===== config.mk =====
export PLATFORM = sky130hd
export DESIGN_NAME = sram_march_bist
export DESIGN_NICKNAME = d
export VERILOG_FILES = /design/src/rtl/sram_march_bist.sv
export SDC_FILE = /design/constraint.sdc
export NUM_CORES = 1
export LEC_CHECK = 0
export ABC_AREA = 1
export ABC_CLOCK_PERIOD_IN_PS = 1650
export CORE_MARGIN = 4
export CORE_UTILIZATION = 45
export CTS_BUF_LIST = sky130_fd_sc_hd__clkbuf_8 sky130_fd_sc_hd__clkbuf_16
export CTS_CLUSTER_DIAMETER = 200
export DETAILED_ROUTE_END_ITERATION = 8
export PLACE_DENSITY = 0.8
export SLEW_MARGIN = 20
export SYNTH_ARGS = -nofsm -noshare
export SYNTH_HDL_FRONTEND = slang
export SYNTH_SLANG_ARGS = --single-unit

===== constraint.sdc =====
create_clock -name clk_i -period 1.65 [get_ports clk_i]
set_clock_uncertainty 0.1 [all_clocks]
set_input_delay 0.165 -clock clk_i [delete_from_list [all_inputs] [get_ports clk_i]]
set_output_delay 0.165 -clock clk_i [all_outputs]
set_load 0.02 [all_outputs]

===== src/rtl/sram_march_bist.sv =====
// March BIST controller driving a single-port RAM: W0(P), R0W1 up, R1W0 down, R0 up.
// Reads are compared one cycle after their address is presented; first failure is captured.
module sram_march_bist #(
    parameter int ADDR_WIDTH = 6,
    parameter int DATA_WIDTH = 8,
    parameter logic [DATA_WIDTH-1:0] PATTERN = 8'h55
) (
    input  logic                  clk_i,
    input  logic                  rst_i,
    input  logic                  start_i,
    output logic [DATA_WIDTH-1:0] ram_data_in_o,
    output logic [ADDR_WIDTH-1:0] ram_address_o,
    output logic                  ram_write_enable_o,
    input  logic [DATA_WIDTH-1:0] ram_data_out_i,
    output logic                  busy_o,
    output logic                  done_o,
    output logic                  pass_o,
    output logic [7:0]            error_count_o,
    output logic [ADDR_WIDTH-1:0] fail_address_o,
    output logic [DATA_WIDTH-1:0] fail_expected_o,
    output logic [DATA_WIDTH-1:0] fail_actual_o
);

    typedef enum logic [3:0] {
        IDLE, W0, R0W1_RD, R0W1_WR, R1W0_RD, R1W0_WR, R0_RD, R0_DRAIN, DONE
    } state_t;

    localparam logic [ADDR_WIDTH-1:0] ADDR_MAX = '1;
    localparam logic [ADDR_WIDTH-1:0] ADDR_ONE = ADDR_WIDTH'(1);
    localparam logic [DATA_WIDTH-1:0] PAT_INV  = ~PATTERN;

    state_t                state_q, state_d;
    logic [ADDR_WIDTH-1:0] addr_q, addr_d;
    logic [7:0]            errorCount_q, errorCount_d;
    logic [ADDR_WIDTH-1:0] failAddr_q, failAddr_d;
    logic [DATA_WIDTH-1:0] failExp_q, failExp_d;
    logic [DATA_WIDTH-1:0] failAct_q, failAct_d;
    logic                  pass_q, pass_d;
    logic                  cmpValid;
    logic [ADDR_WIDTH-1:0] cmpAddr;
    logic [DATA_WIDTH-1:0] cmpExp;

    always_comb begin
        state_d      = state_q;
        addr_d       = addr_q;
        errorCount_d = errorCount_q;
        failAddr_d   = failAddr_q;
        failExp_d    = failExp_q;
        failAct_d    = failAct_q;
        pass_d       = pass_q;
        cmpValid     = 1'b0;
        cmpAddr      = addr_q;
        cmpExp       = PATTERN;
        case (state_q)
            IDLE: begin
                if (start_i) begin
                    state_d      = W0;
                    addr_d       = '0;
                    errorCount_d = '0;
                    failAddr_d   = '0;
                    failExp_d    = '0;
                    failAct_d    = '0;
                    pass_d       = 1'b0;
                end
            end
            W0: begin
                if (addr_q == ADDR_MAX) begin
                    state_d = R0W1_RD;
                    addr_d  = '0;
                end else begin
                    addr_d = addr_q + ADDR_ONE;
                end
            end
            R0W1_RD: state_d = R0W1_WR;
            R0W1_WR: begin
                cmpValid = 1'b1;
                cmpExp   = PATTERN;
                if (addr_q == ADDR_MAX) begin
                    state_d = R1W0_RD;
                end else begin
                    state_d = R0W1_RD;
                    addr_d  = addr_q + ADDR_ONE;
                end
            end
            R1W0_RD: state_d = R1W0_WR;
            R1W0_WR: begin
                cmpValid = 1'b1;
                cmpExp   = PAT_INV;
                if (addr_q == '0) begin
                    state_d = R0_RD;
                end else begin
                    state_d = R1W0_RD;
                    addr_d  = addr_q - ADDR_ONE;
                end
            end
            R0_RD: begin
                // Each cycle checks the read issued one cycle earlier.
                cmpValid = (addr_q != '0);
                cmpAddr  = addr_q - ADDR_ONE;
                if (addr_q == ADDR_MAX) begin
                    state_d = R0_DRAIN;
                end else begin
                    addr_d = addr_q + ADDR_ONE;
                end
            end
            R0_DRAIN: begin
                cmpValid = 1'b1;
                state_d  = DONE;
                addr_d   = '0;
            end
            default: state_d = IDLE;
        endcase

        if (cmpValid && (ram_data_out_i != cmpExp)) begin
            if (errorCount_q != 8'hFF) errorCount_d = errorCount_q + 8'd1;
            if (errorCount_q == 8'd0) begin
                failAddr_d = cmpAddr;
                failExp_d  = cmpExp;
                failAct_d  = ram_data_out_i;
            end
        end
        if (state_q == R0_DRAIN) pass_d = (errorCount_d == 8'd0);
    end

    always_ff @(posedge clk_i) begin
        if (rst_i) begin
            state_q      <= IDLE;
            addr_q       <= '0;
            errorCount_q <= '0;
            failAddr_q   <= '0;
            failExp_q    <= '0;
            failAct_q    <= '0;
            pass_q       <= 1'b0;
        end else begin
            state_q      <= state_d;
            addr_q       <= addr_d;
            errorCount_q <= errorCount_d;
            failAddr_q   <= failAddr_d;
            failExp_q    <= failExp_d;
            failAct_q    <= failAct_d;
            pass_q       <= pass_d;
        end
    end

    always_comb begin
        ram_write_enable_o = 1'b0;
        ram_address_o      = '0;
        ram_data_in_o      = '0;
        case (state_q)
            W0: begin
                ram_write_enable_o = 1'b1;
                ram_address_o      = addr_q;
                ram_data_in_o      = PATTERN;
            end
            R0W1_WR: begin
                ram_write_enable_o = 1'b1;
                ram_address_o      = addr_q;
                ram_data_in_o      = PAT_INV;
            end
            R1W0_WR: begin
                ram_write_enable_o = 1'b1;
                ram_address_o      = addr_q;
                ram_data_in_o      = PATTERN;
            end
            R0W1_RD, R1W0_RD, R0_RD, R0_DRAIN: ram_address_o = addr_q;
            default: ram_address_o = '0;
        endcase
    end

    assign busy_o          = (state_q != IDLE) && (state_q != DONE);
    assign done_o          = (state_q == DONE);
    assign pass_o          = pass_q;
    assign error_count_o   = errorCount_q;
    assign fail_address_o  = failAddr_q;
    assign fail_expected_o = failExp_q;
    assign fail_actual_o   = failAct_q;

endmodule


After elaboration in Yosys (flattened, before gate mapping)
Cells that the tools add are included.
{"block": "word_totals", "reg_bits": 41, "input_bits": 11, "wordCells": 82}
{"block": "classes", "reduce_logical": 19, "addsub": 3, "eq_ne": 17, "n_mux": 36}
{"cell": "$mux 8", "n": 13}
{"cell": "$mux 6", "n": 10}
{"cell": "$pmux 4 s8", "n": 1}
{"cell": "$pmux 6 s5", "n": 1}
{"cell": "$eq 4x3->1 const B", "n": 4}
{"cell": "$logic_not 8->1", "n": 2}
{"cell": "$pmux 8 s2", "n": 1}
{"cell": "$mux 4", "n": 3}
{"cell": "$ne 2x2->1 const B", "n": 5}
{"cell": "$add 8x1->8 const B", "n": 1}
{"cell": "$eq 4x2->1 const B", "n": 2}
{"cell": "$ne 8x8->1", "n": 1}
{"cell": "$ne 8x8->1 const B", "n": 1}
{"cell": "$reduce_or 7->1", "n": 1}
{"cell": "$add 6x1->6 const B", "n": 1}
{"cell": "$eq 6x6->1 const B", "n": 1}
{"cell": "$logic_not 6->1", "n": 1}
{"cell": "$reduce_bool 6->1", "n": 1}
{"cell": "$reduce_or 3->1", "n": 2}
{"cell": "$sub 6x1->6 const B", "n": 1}
{"cell": "$reduce_bool 5->1", "n": 1}
{"cell": "$eq 4x1->1 const B", "n": 1}
{"cell": "$eq 4x4->1 const B", "n": 1}
{"cell": "$logic_not 4->1", "n": 1}
{"cell": "12 further kinds", "n": 18}

Logic depth before layout (Yosys ltp)
Gate-level depths: netlist of run 1.
{"block": "depth", "word_depth": 7, "ltp_mapped": 14}

Least setup slack after synthesis of run 1
Ideal clock, no wire load.
{"block": "synth_path", "path_type": "register to register", "startpoint": "reg errorCount_q[1] (netlist: error_count_o[1])", "endpoint": "reg pass_q (netlist: pass_o)", "synth_period_minus_slack_ps": 1900, "setup_ps": 128, "setup_slack_ps": -250, "required_ps": 1422, "path_buffers": 0, "t_arrival_ps": 1672, "path_stages_with_launch": 15, "cell_sequence": "dfxtp_1 > ha_1 > nand2_1 > nor2_1 > nand3_1 > inv_1 > nand2_1 > o21ai_0 > nand2_1 > nand2_1 > nor2_1 > nand2_1 > nor2_1 > nor2_1 > nor2_1"}
{"block": "synth_between", "elab_chain_cells": 6, "elab_cells_between_ends": 8, "cone_classes": "add/sub (1); eq/ne (1); mux (5); reduce/logical (1)"}
{"element": "start, declared", "line_no": "34", "text": "logic [7:0] errorCount_q, errorCount_d;"}
{"element": "start signal, assigned", "line_no": "137", "text": "errorCount_q <= errorCount_d;"}
{"element": "parallel branches: the longest is 3 deep, another holds $add 8x1->8"}
{"element": "$mux 8 (*)", "line_no": "114", "text": "if (cmpValid && (ram_data_out_i != cmpExp)) begin"}
{"element": "$logic_not 8->1 (*)", "line_no": "122", "text": "if (state_q == R0_DRAIN) pass_d = (errorCount_d == 8'd0);"}
{"element": "$mux 1 (*)", "line_no": "122"}
{"element": "end signal, assigned", "line_no": "141", "text": "pass_q <= pass_d;"}
{"element": "end, declared", "line_no": "38", "text": "logic pass_q, pass_d;"}
Mark *: on every way between the ends.
A chain may end at the register's enable or synchronous reset.

Final worst setup path of run 1
{"block": "layout_path", "startpoint": "in ram_data_out_i[0]", "endpoint": "reg pass_q (netlist: pass_o)"}
{"block": "layout_between", "elab_chain_cells": 5}
{"element": "start, declared", "line_no": "14", "text": "input logic [DATA_WIDTH-1:0] ram_data_out_i,"}
{"element": "$ne 8x8->1", "line_no": "114"}
{"element": "$logic_and 1x1->1", "line_no": "114"}
{"element": "$mux 8", "line_no": "114"}
{"element": "$logic_not 8->1", "line_no": "122"}
{"element": "$mux 1", "line_no": "122"}
No other way between the ends.

==> results of run 1 <==
==> power by group <==
part / internal (mW) / switching [mW]
combinational: 0.564 / 0.808
sequential: 1.04 / 0.0659
clock: 0.480 / 0.418
total: 2.08 / 1.29
==> kinds of logic after synthesis <==
kind of cell | synth area share (%)
fa+ha+maj | 2.01
xor+xnor | 3.17
flops | 33.0
compound gates | 15.9
buf+inv | 11.2
simple gates | 34.7
==> final timing paths <==
check / start / endpoint / slack, ns
hold reg to reg: fail_actual_o[0] / fail_actual_o[0] / 0.37
setup reg to reg: state_q[3] / pass_o / -0.31
hold / removal: fail_actual_o[0] / fail_actual_o[0] / 0.37
setup / recovery: ram_data_out_i[0] / pass_o / -0.33
==> worst max-delay path: stages <==
cell and delay [ns]:
clkdlybuf4s50_1 0.53, nand2_1 0.08, nor2_1 0.29, nand3_4 0.16, nand2_4 0.10, nor2_4 0.04
buf_12 0.14, nand2_1 0.15, nand2_1 0.08, nor2_1 0.10, nand2_1 0.07, nor2_2 0.10
nor2_1 0.05, nor2_1 0.07
==> cell usage in the layout, fill, tap and decap left out, types with 3 or more instances in the layout <==
cell type	netlist	final
nand3_1	22	16
clkbuf_8	0	5
nand2_1	102	68
dfxtp_4	0	8
o21ai_0	21	5
a21oi_2	0	9
buf_6	2	14
inv_4	0	7
nand3_4	1	5
buf_4	6	71
nand2_2	2	22
nor2_4	3	11
inv_1	43	33
nand2_4	0	14
o21ai_2	0	10
nor2_1	48	35
dfxtp_2	0	4
o211ai_1	3	3
nand3_2	2	4
clkdlybuf4s50_1	0	37
nor3_1	7	5
buf_12	0	6
inv_2	3	5
o21ai_1	1	6
xor2_1	8	8
ha_4	0	4
nand4_1	3	3
nor2_2	4	9
clkbuf_2	0	4
a21oi_1	38	28
buf_2	3	7
dfxtp_1	41	29
dlygate4sd2_1	0	3
nor3_4	1	3
==> per-layer routing <==
layer  GRT usage (%)  vias up  part of all wire [%]  wire (µm)
met4            12.3        0                   6.3        730
met3            6.29       99                    11       1280
met2            46.4      274                    47       5430
met5               0        -                     0          0
li1                -     1495                     -          -
met1            29.5     1604                    36       4120
==> registers in the layout (all words and copies together), names as in the netlist <==
name,cells
state_q,4
fail_actual_o,8
fail_expected_o,8
error_count_o,8
fail_address_o,6
pass_o,1
addr_q,6
==> timing repair <==
action	CTS	global route
pin swaps	26	29
gates cloned	1	0
setup buffers	13	15
endpoints found under the setup margin	52	58
resized for setup	141	102
==> per-stage QoR <==
step / hold WS [ns] / area, µm² / power, mW / setup TNS, ns / setup slack, ns
CTS: 0.372 / 4030 / 3.05 / -1.43 / -0.136
global placement: 0.350 / 3560 / 2.09 / -7.89 / -0.300
finish: 0.371 / 4410 / 3.37 / -8.31 / -0.330
detailed placement: 0.361 / 3560 / 2.11 / -10.28 / -0.355
global route: 0.397 / 4410 / 3.50 / -11.49 / -0.414
floorplan: 0.255 / 2540 / 1.68 / -0.291 / -0.0714
==> cell usage after synthesis (4+ instances only) <==
master,instances,area share [%]
nor2_1,48,7.3
clkbuf_1,6,0.91
a21oi_1,38,7.7
dfxtp_1,41,33
buf_4,6,1.8
nand3_1,22,4.4
nor2_2,4,1.0
inv_1,43,6.5
o21ai_0,21,4.2
ha_1,4,2.0
xor2_1,8,2.8
nand2_1,102,15
nor3_1,7,1.4
==> layout make-up <==
cell class,count,area share (%)
repair buffers,143,28.9
clock buffers,7,2.70
flip-flops and latches,41,19.4
multi-input cells,280,41.8
well taps,70,1.99
inverters,46,4.91
clock inverters,1,0.114
repair inverters,1,0.199
==> qor.txt, run 1 <==
Hold Path Depth - 2
Syn Nets - 399
Max-cap viol count - 0
Max IR drop VDD - 645 µV
Multi-input gate area - 0.00184 mm²
Post-synth EDFFs - 0
Overall routing resource usage - 26.3%
CORE AREA - 0.00524 mm²
Power Density - 765 mW/mm²
Async set-reset flop share out of synthesis - 0%
TritonCTS Buffers - 5
Tmin final - 1.98 ns
TritonCTS Sinks - 41
Clock-pin slew on the worst setup and hold paths - 0.09 ns
Worst setup SP type - input port
CP required - 1.81 ns
Kind of critical path - in2reg
Top Ports - 59
Outcome - finished, violations left
Non-Filler Instances - 589
Fillers - 285
Wirelength per Cell - 19.6 µm
Critical path endpoint category - register
Die Y - 82.3 µm
Layout cells sized above 1 - 44.7%
Antenna cells - 0
Clock Latency Late Sink - 0.32 ns
GR Overflow Total - 0
Drt total wl - 11,600 µm
RSZ-0062 raised after global routing - yes
DRT Pass-1 Iters - 5
YS warnings - 0
Syn_area_per_cell - 6.47 µm²
Die width - 82.3 µm
Area grow syn2layout - 77.4%
Antenna viol nets, final - 0
Utilization after layout - 84.2%
Port Buf Inserts - 58
Largest net degree at the start of global routing - 25
Hpwl dp - 5500 µm
Initial Util - 47.4%
Slew @ Worst Pin - 0.709 ns
Site Rows - 26
Wire length of the first global-routing pass - 13,800 µm
Final layout net count - 533
Critical Path AT - 2.14 ns
Synth cell types - 32
Seq/Total Area, Yosys - 33.0%
Drt drc - 0
Final worst-path cycle share - 120%
Initial antenna violation count - 0
Setup ws final - -0.330 ns
Longest Clk Path Bufs - 2
Worst slew margin - 52.7%
R2R cell count - 14
Setup violations, final - 43
Vias in the first global route - 3,049
Hold Violations, Final - 0
Routed via count - 3,472
Syn Inst Count - 384
Iter 0 DRT Violations - 369
Die Area - 0.00677 mm²
CTS tree - yes
Clk root buf - clkbuf_8
Hold WC Path Type - reg2reg
Vias/cell - 5.89
Pleak - 1.97 nW
Failing checks - setup timing
Register Area - 856 µm²
Post-synthesis register bit count - 41
Max FO, Critical Path - 8
Mapped Area - 0.00248 mm²
H-Tree Level Count - 2
Placed cell count - 555
Fmax - 505 MHz
Slew Viols, Final - 0
RePlAce Congestion - 0.921
Hold_buf cts - 0
Synth Flop Type - dfxtp_1
(Power assumes the default switching activity.)
==> inputs of run 2 (changes only) <==
Settings changed: CAP_MARGIN set to 20, PLACE_DENSITY 0.8 to 0.84.
==> qor.txt, run 2 (synthesis results as in run 1) <==
Outcome - finished, violations left
Failing checks - setup timing
Fmax - 518 MHz (+2.5%)
Worst setup SP type - register
Wirelength per Cell - 17.6 µm (-10%)
Vias in the first global route - 2,981 (-2.2%)
Power, Total - 3.07 mW (-9.0%)
Hold WS - 0.377 ns (+0.00541 ns)
Setup violations, final - 47 (+9.3%)
Pint - 1.86 mW (-11%)
Antenna viol nets, final - 0 (unchanged)
Hold Violations, Final - 0 (unchanged)
Max IR drop VDD - 555 µV (-14%)
Top Ports - 59 (unchanged)
Final layout net count - 526 (-1.3%)
CP max stage cell - dfxtp_4
Area grow syn2layout - 71.0%
CP peak stage delay - 0.37 ns (-0.16 ns)
Die Area - 0.00677 mm² (unchanged)
Slew @ Worst Pin - 0.756 ns (+0.0466 ns)
Drt total wl - 10,200 µm (-11%)
Fillers - 319 (+12%)
Most common cell after layout, fill and taps aside - nand2_1
Layout cells sized above 1 - 41.8% (-2.9 points)
Iter 0 DRT Violations - 350 (-5.1%)
Initial Util - 47.4% (unchanged)
Non-Filler Cell Area, Final - 0.00425 mm² (-3.6%)
Clk root buf - clkbuf_8
Antenna cells - 0 (unchanged)
Cell chain of the critical path - ha_4 -> nand2_4 -> nor2_4 -> nand3_2 -> inv_1 -> nand2_4 -> nand3_1 -> nand2_2 -> nand2_2 -> nor2_2 -> nand2_1 -> nor2_1 -> nor2_1 -> nor2_1
Die width - 82.3 µm (unchanged)
Final worst-path cycle share - 117% (-3.0 points)
Worst Path Buf+Inv - 1 (-1)
Area after DPL - 0.00355 mm² (-0.21%)
Placed cell count - 554 (-0.18%)
Kind of critical path - reg2reg
Setup ws final - -0.281 ns (+0.0491 ns)
Pleak - 1.91 nW (-3.0%)
Site Rows - 26 (unchanged)
CP top delay family - simple AND/OR/NAND/NOR gates
Drt drc - 0 (unchanged)
Most frequent cells in the layout - nand2_1 (78), buf_4 (65), nor2_1 (39)
Part of the power in registers - 35.5% (+2.8 points)
RePlAce Congestion - 0.928 (+0.76%)
Hold_buf cts - 0 (unchanged)
TritonCTS Buffers - 5 (unchanged)
Power Density - 722 mW/mm² (-5.6%)
Wire length of the first global-routing pass - 13,500 µm (-2.6%)
Logic pwr share - 41.1% (+0.4 points)
GR Overflow Total - 0 (unchanged)
CTS tree - yes
Overall routing resource usage - 25.5% (-0.77 points)
R2R cell count - 14 (unchanged)
Initial antenna violation count - 0 (unchanged)
TritonCTS Sinks - 41 (unchanged)
Clock Latency Late Sink - 0.31 ns (about the same)
Non-Filler Instances - 582 (-1.2%)
Hold WC Path Type - reg2reg
Die Y - 82.3 µm (unchanged)
Tmin final - 1.93 ns (-0.0491 ns)
Largest net degree at the start of global routing - 25 (unchanged)
H-Tree Level Count - 2 (unchanged)
Port Buf Inserts - 58 (unchanged)
Longest Clk Path Bufs - 2 (unchanged)
Levels on crit path - 14 (unchanged)
Clock power frac - 23.3% (-3.3 points)
Routed via count - 3,253 (-6.3%)
CORE AREA - 0.00524 mm² (unchanged)
Hold Path Depth - 2 (unchanged)
Critical path endpoint category - register
Switching Fraction - 39.3% (+1.0 points)
Max FO, Critical Path - 6 (-2)
Vias/cell - 5.59 (-5.2%)
Slew Viols, Final - 0 (unchanged)
CP required - 1.80 ns (about the same)
DRT Pass-1 Iters - 5 (unchanged)
Hpwl dp - 5320 µm (-3.3%)
Critical Path AT - 2.08 ns (-0.06 ns)
Cell mode on critical path - nor2_1
Worst slew margin - 49.6% (-3.1 points)
Clock-pin slew on the worst setup and hold paths - 0.09 ns (about the same)
Switch Pwr - 1.21 mW (-6.6%)
Max-cap viol count - 0 (unchanged)
RSZ-0062 raised after global routing - yes
-- run 2: cell count changes in the layout (fill, tap and decap cells not counted), sizes merged --
cell           change
clkdlybuf4s50      -1
clkbuf             -6
clkinv             -1
buf               -10
dlygate4sd2        -1
dlymetal6s2s       +2
clkdlybuf4s15      +7
inv                +3
-- run 2: path summary, 6_finish.rpt --
check	start	end	slack (ns)
setup reg to reg	error_count_o[0]	pass_o	-0.28
hold reg to reg	fail_actual_o[2]	fail_actual_o[2]	0.38
setup / recovery	error_count_o[0]	pass_o	-0.28
hold / removal	fail_actual_o[2]	fail_actual_o[2]	0.38
-- run 2: worst register-to-register path: stages (launching register included) --
cell and delay (ns):
dfxtp_4 0.37, ha_4 0.17, nand2_4 0.09, nor2_4 0.04
nand3_2 0.08, inv_1 0.11, nand2_4 0.13, nand3_1 0.13
nand2_2 0.13, nand2_2 0.06, nor2_2 0.15, nand2_1 0.09
nor2_1 0.11, nor2_1 0.05, nor2_1 0.07
-- run 2: cell type report --
cell class / count / area, µm² / area share (%)
clock buffers: 5 / 68.8 / 1.62
clock inverters: 3 / 23.8 / 0.559
inverters: 46 / 194 / 4.56
multi-input cells: 280 / 1800 / 42.3
flip-flops and latches: 41 / 847 / 19.9
well taps: 70 / 87.6 / 2.06
repair buffers: 136 / 1220 / 28.7
repair inverters: 1 / 8.76 / 0.206
-- run 2: what timing repair did --
item / CTS / global route
endpoints found under the hold margin: 0 / 0
setup endpoints to repair: 53 / 55
resized for setup: 120 / 96
pin swaps: 14 / 20
setup buffers: 12 / 8
cloned: 1 / 0
-- run 2: stage by stage --
stage	setup TNS, ns	util, %	worst slack, ns
after global routing	-8.40	81.1	-0.357
after global placement	-7.40	67.8	-0.294
after CTS	-0.803	74.7	-0.116
after detailed placement	-9.41	67.8	-0.364
after floorplan	-0.291	-	-0.0714
final	-4.41	81.1	-0.281
-- run 2: power groups by stage --
stage	combinational (mW)	clock, mW	sequential [mW]
floorplan	0.542	0	1.14
global placement	0.970	0	1.10
detailed placement	0.984	0	1.10
CTS	1.04	0.711	1.08
global route	1.35	0.754	1.10
finish	1.26	0.716	1.09
-- run 2: routing by layer --
layer,part of all wire [%],track usage (%),wire length (µm)
met3,9.1,6.29,932
met5,0,0,0
met2,49,43.8,5030
met1,37,30.4,3800
met4,4.7,9.80,479
